[config.mk]
export PLATFORM = sky130hd
export DESIGN_NAME = sent_tx_frame_gen
export DESIGN_NICKNAME = d
export VERILOG_FILES = /design/src/rtl/sent_tx_frame_gen.sv
export SDC_FILE = /design/constraint.sdc
export NUM_CORES = 1
export LEC_CHECK = 0
export ABC_CLOCK_PERIOD_IN_PS = 10600
export CAP_MARGIN = 20
export CORE_MARGIN = 3
export CORE_UTILIZATION = 60
export DETAILED_ROUTE_END_ITERATION = 8
export PLACE_DENSITY = 0.84
export RECOVER_POWER = 50
export SETUP_SLACK_MARGIN = 0.2
export SYNTH_ARGS = -nofsm -noshare
export SYNTH_HDL_FRONTEND = slang
export SYNTH_SLANG_ARGS = --single-unit
[constraint.sdc]
create_clock -name clk -period 10.6 [get_ports clk]
set_input_delay 2.12 -clock clk [delete_from_list [all_inputs] [get_ports clk]]
set_output_delay 2.12 -clock clk [all_outputs]
set_load 0.02 [all_outputs]
[src/rtl/sent_tx_frame_gen.sv]
// sent_tx_frame_gen
// SENT (SAE J2716) fast-channel transmitter. Generates the whole line
// waveform from a latched status nibble and NUM_NIBBLES data nibbles:
// sync, status, data, CRC and an optional pause pulse.
//
// Ports:
//   clk           system clock
//   reset         synchronous active-high reset
//   enable        allow new frames to be accepted
//   frame_valid   status/data inputs are valid
//   frame_ready   a frame is accepted this cycle when frame_valid is high
//   status_nibble status/communication nibble
//   data_nibbles  data nibbles, MS nibble transmitted first
//   sent_out      SENT line, idles high
//   busy          a frame is on the line
//   frame_done    one-cycle pulse on the last line cycle of each frame
//   crc_out       CRC of the most recently accepted frame
//   overrun       constant-frame-length mode: frame did not fit FRAME_TICKS
//
// All line outputs are registered from the state/counter registers, so
// they lag the FSM by one clock: an accept at edge k puts the sync low
// phase on the line at edge k+1, and frame_ready (combinational, in the
// FSM's final cycle) leads the registered frame_done by that same clock.
module sent_tx_frame_gen #(
    parameter int NUM_NIBBLES = 6,
    parameter int TICK_DIV    = 4,
    parameter int LOW_TICKS   = 5,
    parameter int PAUSE_MODE  = 0,
    parameter int PAUSE_TICKS = 12,
    parameter int FRAME_TICKS = 300
) (
    input  logic                     clk,
    input  logic                     reset,
    input  logic                     enable,
    input  logic                     frame_valid,
    output logic                     frame_ready,
    input  logic [3:0]               status_nibble,
    input  logic [4*NUM_NIBBLES-1:0] data_nibbles,
    output logic                     sent_out,
    output logic                     busy,
    output logic                     frame_done,
    output logic [3:0]               crc_out,
    output logic                     overrun
);

    typedef enum logic [2:0] {
        ST_IDLE   = 3'd0,
        ST_SYNC   = 3'd1,
        ST_STATUS = 3'd2,
        ST_DATA   = 3'd3,
        ST_CRC    = 3'd4,
        ST_PAUSE  = 3'd5
    } state_t;

    localparam int          DW         = 4 * NUM_NIBBLES;
    localparam logic [7:0]  DIV_LAST   = 8'(TICK_DIV - 1);
    localparam logic [11:0] LOW_LEN    = 12'(LOW_TICKS);
    localparam logic [2:0]  NIB_LAST   = 3'(NUM_NIBBLES - 1);
    localparam logic [4:0]  SHIFT_MS   = 5'(4 * (NUM_NIBBLES - 1));
    localparam logic [11:0] PAUSE_LEN  = 12'(PAUSE_TICKS);
    localparam logic [11:0] FRAME_LEN  = 12'(FRAME_TICKS);
    // Sync plus the 12-tick base of status, every data nibble and CRC.
    localparam logic [11:0] FIXED_USED = 12'(56 + 12 * (NUM_NIBBLES + 2));

    // SAE J2716 CRC lookup for poly x^4+x^3+x^2+1.
    function automatic logic [3:0] crc_table(input logic [3:0] idx);
        logic [3:0] val;
        case (idx)
            4'd0:    val = 4'd0;
            4'd1:    val = 4'd13;
            4'd2:    val = 4'd7;
            4'd3:    val = 4'd10;
            4'd4:    val = 4'd14;
            4'd5:    val = 4'd3;
            4'd6:    val = 4'd9;
            4'd7:    val = 4'd4;
            4'd8:    val = 4'd1;
            4'd9:    val = 4'd12;
            4'd10:   val = 4'd6;
            4'd11:   val = 4'd11;
            4'd12:   val = 4'd15;
            4'd13:   val = 4'd2;
            4'd14:   val = 4'd8;
            4'd15:   val = 4'd5;
            default: val = 4'd0;
        endcase
        return val;
    endfunction

    // Seeded table CRC over the data nibbles (status excluded), MS first,
    // followed by one augmentation step with a zero nibble.
    function automatic logic [3:0] calc_crc(input logic [DW-1:0] data);
        logic [3:0] crc;
        crc = 4'h5;
        for (int i = NUM_NIBBLES - 1; i >= 0; i--) begin
            crc = crc_table(crc) ^ data[4*i +: 4];
        end
        return crc_table(crc);
    endfunction

    state_t          state_r, state_nx_s;
    logic [7:0]      div_cnt_r, div_cnt_nx_s;
    logic [11:0]     tick_cnt_r, tick_cnt_nx_s;
    logic [2:0]      nib_idx_r, nib_idx_nx_s;

    logic [3:0]      status_r;
    logic [DW-1:0]   data_r;
    logic [3:0]      crc_r;
    logic [11:0]     pause_len_r;
    logic            ovr_flag_r;

    logic            sent_r;
    logic            busy_r;
    logic            done_r;
    logic            overrun_r;

    logic [DW-1:0]   data_sh_s;
    logic [3:0]      cur_nib_s;
    logic [11:0]     pulse_len_s;
    logic            pulse_end_s;
    logic            final_pulse_s;
    logic            frame_ready_s;
    logic            accept_s;

    logic [3:0]      crc_in_s;
    logic [11:0]     used_in_s;
    logic [11:0]     pause_in_s;
    logic            ovr_in_s;

    // Current pulse length, end-of-pulse detection and the accept handshake.
    always_comb begin
        data_sh_s = data_r >> (SHIFT_MS - {nib_idx_r, 2'b00});
        cur_nib_s = data_sh_s[3:0];
        case (state_r)
            ST_SYNC:   pulse_len_s = 12'd56;
            ST_STATUS: pulse_len_s = 12'd12 + {8'd0, status_r};
            ST_DATA:   pulse_len_s = 12'd12 + {8'd0, cur_nib_s};
            ST_CRC:    pulse_len_s = 12'd12 + {8'd0, crc_r};
            ST_PAUSE:  pulse_len_s = pause_len_r;
            default:   pulse_len_s = 12'd1;
        endcase
        pulse_end_s = (state_r != ST_IDLE) && (div_cnt_r == DIV_LAST) &&
                      (tick_cnt_r == pulse_len_s - 12'd1);
        if (PAUSE_MODE == 32'sd0) begin
            final_pulse_s = (state_r == ST_CRC);
        end else begin
            final_pulse_s = (state_r == ST_PAUSE);
        end
        frame_ready_s = enable && ((state_r == ST_IDLE) || (final_pulse_s && pulse_end_s));
        accept_s      = frame_valid && frame_ready_s;
    end

    // CRC and pause length of the incoming frame, captured on accept so the
    // CRC is visible the cycle after acceptance.
    always_comb begin
        crc_in_s   = calc_crc(data_nibbles);
        used_in_s  = FIXED_USED + {8'd0, status_nibble} + {8'd0, crc_in_s};
        for (int i = 0; i < NUM_NIBBLES; i++) begin
            used_in_s = used_in_s + {8'd0, data_nibbles[4*i +: 4]};
        end
        pause_in_s = PAUSE_LEN;
        ovr_in_s   = 1'b0;
        if (PAUSE_MODE == 32'sd2) begin
            // Widened compare: the pause must still be at least 12 ticks.
            if ({1'b0, FRAME_LEN} >= ({1'b0, used_in_s} + 13'd12)) begin
                pause_in_s = FRAME_LEN - used_in_s;
            end else begin
                pause_in_s = 12'd12;
                ovr_in_s   = 1'b1;
            end
        end else begin
            pause_in_s = PAUSE_LEN;
        end
    end

    // Next-state and counter logic of the pulse sequencer.
    always_comb begin
        state_nx_s    = state_r;
        div_cnt_nx_s  = div_cnt_r;
        tick_cnt_nx_s = tick_cnt_r;
        nib_idx_nx_s  = nib_idx_r;
        if (state_r == ST_IDLE) begin
            div_cnt_nx_s  = 8'd0;
            tick_cnt_nx_s = 12'd0;
            nib_idx_nx_s  = 3'd0;
            if (accept_s) begin
                state_nx_s = ST_SYNC;
            end else begin
                state_nx_s = ST_IDLE;
            end
        end else if (div_cnt_r != DIV_LAST) begin
            div_cnt_nx_s = div_cnt_r + 8'd1;
        end else if (!pulse_end_s) begin
            div_cnt_nx_s  = 8'd0;
            tick_cnt_nx_s = tick_cnt_r + 12'd1;
        end else begin
            div_cnt_nx_s  = 8'd0;
            tick_cnt_nx_s = 12'd0;
            case (state_r)
                ST_SYNC:   state_nx_s = ST_STATUS;
                ST_STATUS: begin
                    state_nx_s   = ST_DATA;
                    nib_idx_nx_s = 3'd0;
                end
                ST_DATA: begin
                    if (nib_idx_r == NIB_LAST) begin
                        state_nx_s = ST_CRC;
                    end else begin
                        state_nx_s   = ST_DATA;
                        nib_idx_nx_s = nib_idx_r + 3'd1;
                    end
                end
                ST_CRC: begin
                    if (PAUSE_MODE != 32'sd0) begin
                        state_nx_s = ST_PAUSE;
                    end else if (accept_s) begin
                        state_nx_s = ST_SYNC;
                    end else begin
                        state_nx_s = ST_IDLE;
                    end
                end
                ST_PAUSE: begin
                    if (accept_s) begin
                        state_nx_s = ST_SYNC;
                    end else begin
                        state_nx_s = ST_IDLE;
                    end
                end
                default:   state_nx_s = ST_IDLE;
            endcase
        end
    end

    // State and prescaler/tick/nibble counter registers.
    always_ff @(posedge clk) begin
        if (reset) begin
            state_r    <= ST_IDLE;
            div_cnt_r  <= 8'd0;
            tick_cnt_r <= 12'd0;
            nib_idx_r  <= 3'd0;
        end else begin
            state_r    <= state_nx_s;
            div_cnt_r  <= div_cnt_nx_s;
            tick_cnt_r <= tick_cnt_nx_s;
            nib_idx_r  <= nib_idx_nx_s;
        end
    end

    // Frame contents latched on accept.
    always_ff @(posedge clk) begin
        if (reset) begin
            status_r    <= 4'd0;
            data_r      <= '0;
            crc_r       <= 4'd0;
            pause_len_r <= 12'd12;
            ovr_flag_r  <= 1'b0;
        end else if (accept_s) begin
            status_r    <= status_nibble;
            data_r      <= data_nibbles;
            crc_r       <= crc_in_s;
            pause_len_r <= pause_in_s;
            ovr_flag_r  <= ovr_in_s;
        end
    end

    // Registered line and status outputs, one clock behind the sequencer.
    always_ff @(posedge clk) begin
        if (reset) begin
            sent_r    <= 1'b1;
            busy_r    <= 1'b0;
            done_r    <= 1'b0;
            overrun_r <= 1'b0;
        end else begin
            sent_r    <= (state_r == ST_IDLE) ? 1'b1 : (tick_cnt_r >= LOW_LEN);
            busy_r    <= (state_r != ST_IDLE);
            done_r    <= final_pulse_s && pulse_end_s;
            overrun_r <= final_pulse_s && pulse_end_s && ovr_flag_r;
        end
    end

    assign frame_ready = frame_ready_s;
    assign sent_out    = sent_r;
    assign busy        = busy_r;
    assign frame_done  = done_r;
    assign crc_out     = crc_r;
    assign overrun     = overrun_r;

endmodule

Word-level counts from Yosys, hierarchy flattened
Memory sizes are Yosys's and may differ from the RTL's. A register that Yosys moved wholly into a read port is not among the register bits.
Index checks and enable logic that the tools add are counted.

word-level totals
  ROM bits = 384
  memories = 6
  flip-flop bits (word level) = 57
  output and inout port bits = 9

memory list
  memory           words  bits a word  read ports  clocked after Yosys merged registers in  write ports  RTL line  text
  (no name shown)  16     4            1           0                                        0            68        case (idx)
  (no name shown)  16     4            1           0                                        0            68
  (no name shown)  16     4            1           0                                        0            68
  (no name shown)  16     4            1           0                                        0            68
  (no name shown)  16     4            1           0                                        0            68
  (no name shown)  16     4            1           1                                        0            68

cells by class
  reductions and logical operators = 15
  shift-type cells = 1
  add/sub/neg operators = 8
  multiplexer cells = 10
  equality and inequality tests = 11
  bitwise operators = 7
  $lt $le $gt $ge = 1

operators with widths
  cell                   number
  $pmux 6 s5             1
  $shr 24x5->4           1
  $xor 4x4->4            5
  $add 4x4->5 const A    3
  $mux 3                 5
  $add 12x1->12 const B  1
  $eq 12x12->1           1
  $ge 12x3->1 const B    1
  $mux 12                1
  $pmux 3 s4             1
  $sub 12x1->12 const B  1
  $eq 3x3->1 const B     3
  $add 8x1->8 const B    1
  $eq 8x2->1 const B     1
  $ne 8x2->1 const B     1
  $eq 3x2->1 const B     2
  $pmux 3 s2             1
  $logic_and 1x1->1      5
  $sub 5x5->5 const A    1
  $ne 2x2->1 const B     2
  $reduce_and 4->1       1
  $reduce_bool 2->1      2
  $reduce_or 2->1        2
  $add 3x1->3 const B    1
  other kinds (9)        9

Logic depth before layout (Yosys ltp)
  depth in word-level cells = 16
  depth in mapped cells = 16
  gate-level depth less buffers = 14

Worst setup path before layout
Ideal clock, no wire load.

  kind = reg2out
  start point = reg nib_idx_r[0]
  end point = out frame_ready
  arrival = 3559 ps
  stages on the path, launching flop included = 15
  slack = 4921 ps
  path buffers = 1
  cell sequence = dfxtp_1 > buf_6 > mux4_1 > a221oi_1 > a21oi_1 > o21ai_0 > ha_1 > nand2_1 > a21boi_0 > nor2_1 > nor2_1 > o2111ai_1 > a32o_2 > o21ai_4 > and3_1

between the ends
  cells in the longest elaborated chain, start to end = 10

ends and longest elaborated chain
  what                    RTL line  text
  start, declared         104       logic [2:0] nib_idx_r, nib_idx_nx_s;
  start signal, assigned  245       nib_idx_r <= nib_idx_nx_s;
  $sub 5x5->5             132       data_sh_s = data_r >> (SHIFT_MS - {nib_idx_r, 2'b00});
  $shr 24x5->4            132
  $add 4x4->5             137       ST_DATA: pulse_len_s = 12'd12 + {8'd0, cur_nib_s};
  $pmux 6 s5              134       case (state_r)
  $sub 12x1->12           143       (tick_cnt_r == pulse_len_s - 12'd1);
  $eq 12x12->1            143
  $logic_and 1x1->1       142       pulse_end_s = (state_r != ST_IDLE) && (div_cnt_r == DIV_LAST) &&
  $logic_and 1x1->1       -
  $logic_or 1x1->1        149       frame_ready_s = enable && ((state_r == ST_IDLE) || (final_pulse_s && pulse_end_s));
  $logic_and 1x1->1       149
  end, declared           36        output logic frame_ready,

Every way passes these cells.

Worst setup path after layout
Same ends and word-level chain as after synthesis.

==> metrics.txt <==
antenna viol nets, final 0; Final TNS setup 0 ns; die area 0.00718 sq mm; Pre-antenna DRT Iters 5; Placed Cells incl. Taps 538; FFs w/ async S/R, synth 0; grt ovf 0; maximum clock rate 128 MHz; Seq/Total Area, Yosys 0.328; Resize count post-CTS 0; CTS clk-pin slew, worst paths 0.07 ns; # Max-Cap Violations 1; Worst R2R End data_r[19]$_SDFFE_PP0P_; startpoint class of the critical path flip-flop; post-synthesis register bit count 61; Synth-to-Final Area Change 15.0%; syn avg cell area 8.20 sq um; Syn Std Cell Area 0.00372 sq mm; Worst R2R Path Depth 13; commonest cells in the synthesized netlist dfxtp_1 (61), a21oi_1 (45), nand3_1 (41), o21ai_0 (36), nor2_1 (35); layout cell share with drive strength beyond 1 0.0752; Syn Nets 496; final wirelength 9.60 mm; PD cells 155 mW/mm^2; PortBufs 39; H-tree Lvls 3; Worst Tran Pin Value 1.80 ns; Skew-Pair Late Insertion Delay 0.34 ns; die width 84.8 um; FF-to-FF Start nib_idx_r[0]$_SDFFE_PP0P_; ys flop type dfxtp_1; pin count of the biggest net entering global routing 41; Hold Vio Cnt, Final 0; Hold WC Path Type flip-flop to flip-flop; Worst Hold Endpoint data_r[13]$_SDFFE_PP0P_; RSZ-0062 raised after global routing no; Rel. slew slack -0.200; Worst Setup End Kind output port; Die H 84.8 um; Hold Path Stages 2; initial core utilization 0.625; Vias/cell 6.33; Initial DRC Count 282; first-pass GRT wire length 15.9 mm; GR Util met2 0.442; ANT cells 0; Post-Syn Instances 454; initial antenna violation count 0; detailed-route DRC error count 0; Num Clock Sinks 61; Clock Skew 0.00665 ns; met3 GRT Util 0.0530; Ports 41; worst path required time 8.48 ns; number of global-route vias before repair 3317; Max Fanout on Critical Path 34; fin nets 516; distinct cell type count after synthesis 60; DR vias 3507; failing checks capacitance limit, slew limit; post-DP HPWL 6.81 mm; R2R Setup Slk 5.62 ns; num rows 28; Final period util 0.736; Layout Cells excl Fill 554; Yosys top cell by area dfxtp_1; # setup viols final 0; EDFF count, synth 0; CTS Root Cell clkbuf_8; GRT busiest layer met2; kind of critical path flip-flop to output port; Tot GR Track Use 0.275; Synth warnings 0; maximum root-to-sink buffer count 2; critical path arrival 5.69 ns; TritonCTS clock tree done; Setup Buffers After CTS 0; grt met1 use 0.357; routed len/inst 17.3 um; CTS buffer count 9; worst IR drop on VDD 119 uV; Final Max Slew Viols 41; Hold Startpoint data_r[13]$_SDFFE_PP0P_; RD Place Congestion 0.926; Area contributors post-synth dfxtp_1 (33%), xnor2_1 (6.8%), a21oi_1 (6.1%); core area 0.00596 sq mm; Leak 1.53 nW; CTS Hold Bufs 0; top-count cell post-synth dfxtp_1; status finished with violations; post-synth top area share 0.328; Final min period 7.81 ns
## layer usage
| metal | part of all wire | routed length, um |
|---|---|---|
| met5 | 0 | 0 |
| met2 | 0.48 | 4590 |
| met3 | 0.060 | 579 |
| met4 | 0.024 | 231 |
| met1 | 0.44 | 4190 |
## how the worst max path moves through the flow
stage | start | to | slack, ns | cells after the start
floorplan | nib_idx_r[0]$_SDFFE_PP0P_ | frame_ready | 4.92 | 14
CTS | nib_idx_r[0]$_SDFFE_PP0P_ | frame_ready | 2.84 | 14
finish | nib_idx_r[0]$_SDFFE_PP0P_ | frame_ready | 2.79 | 13
global route | nib_idx_r[0]$_SDFFE_PP0P_ | frame_ready | 2.30 | 13
detailed placement | nib_idx_r[0]$_SDFFE_PP0P_ | frame_ready | 3.36 | 14
global placement | nib_idx_r[0]$_SDFFE_PP0P_ | frame_ready | 3.48 | 14
## cells in the final DEF, fill, tap and decap left out, types with 3 or more instances in the layout
cell,count
dfxtp_1,61
a21oi_1,45
nand3_1,42
o21ai_0,36
nor2_1,35
clkdlybuf4s50_1,31
xnor2_1,29
nand2_1,19
xor2_1,17
inv_1,13
clkbuf_8,13
and3_1,12
ha_1,10
nor3_1,9
dlygate4sd3_1,8
nand4_1,7
mux2_2,6
nor4_1,6
or3_1,5
nor2b_1,4
nand2b_1,4
o2111ai_1,4
mux2i_1,4
a211oi_1,4
o221ai_1,3
o22ai_1,3
a31oi_1,3
and4_1,3
## through the flow
stage / util / worst slack [ns] / hold WS, ns / area (sq um) / power, mW
finish: 0.718 / 2.79 / 0.477 / 4280 / 0.662
global route: 0.718 / 2.30 / 0.505 / 4280 / 0.688
detailed placement: 0.681 / 3.36 / 0.464 / 4060 / 0.418
global placement: 0.681 / 3.48 / 0.457 / 4060 / 0.414
floorplan: - / 4.92 / 0.438 / 3720 / 0.371
CTS: 0.722 / 2.84 / 0.474 / 4300 / 0.666
## final cells by class
| type | count | area, sq um |
|---|---|---|
| Timing Repair Buffer | 41 | 402 |
| Clock inverter | 3 | 65.1 |
| Multi-Input combinational cell | 347 | 2270 |
| Sequential cell | 61 | 1220 |
| Tap cell | 75 | 93.8 |
| Inverter | 14 | 52.6 |
| Clock buffer | 13 | 179 |
| Fill cell | 469 | 1680 |
## flip-flops by register name, indices dropped and copies added, names as in the netlist
| register | count |
|---|---|
| nib_idx_r | 3 |
| state_r | 3 |
| sent_out | 1 |
| status_r | 4 |
| data_r | 24 |
| busy | 1 |
| div_cnt_r | 8 |
| crc_out | 4 |
| frame_done | 1 |
| tick_cnt_r | 12 |
## report_power, final
part	switching, mW	internal, mW
clock	0.0912	0.158
sequential	0.0122	0.240
combinational	0.0906	0.0693
total	0.194	0.468
## worst max-delay path, cell delays in order, from the launching register on
cell	delay, ns
dfxtp_1	0.71
mux4_1	0.66
a221oi_1	0.38
a21oi_1	0.12
o21ai_0	0.17
ha_1	0.29
nand2_1	0.11
a21boi_0	0.45
nor2_1	0.16
a211oi_1	0.40
o2111ai_1	0.26
o21ai_4	0.74
and3_1	0.28
clkdlybuf4s50_1	0.61
## logic make-up (layout without fill, tap and decap cells)
group / count (synthesis) / in the layout / share of synthesized area
flip-flops: 61 / 61 / 0.328
buffers and inverters: 46 / 71 / 0.0582
XOR/XNOR: 46 / 46 / 0.108
other: 1 / 1 / 0.00101
adder cells (fa/ha/maj): 10 / 10 / 0.0336
multiplexers: 13 / 13 / 0.0461
AO/OA/AOI/OAI: 122 / 122 / 0.208
AND/OR/NAND/NOR: 155 / 155 / 0.217
Power figures use the tool's default switching activity.
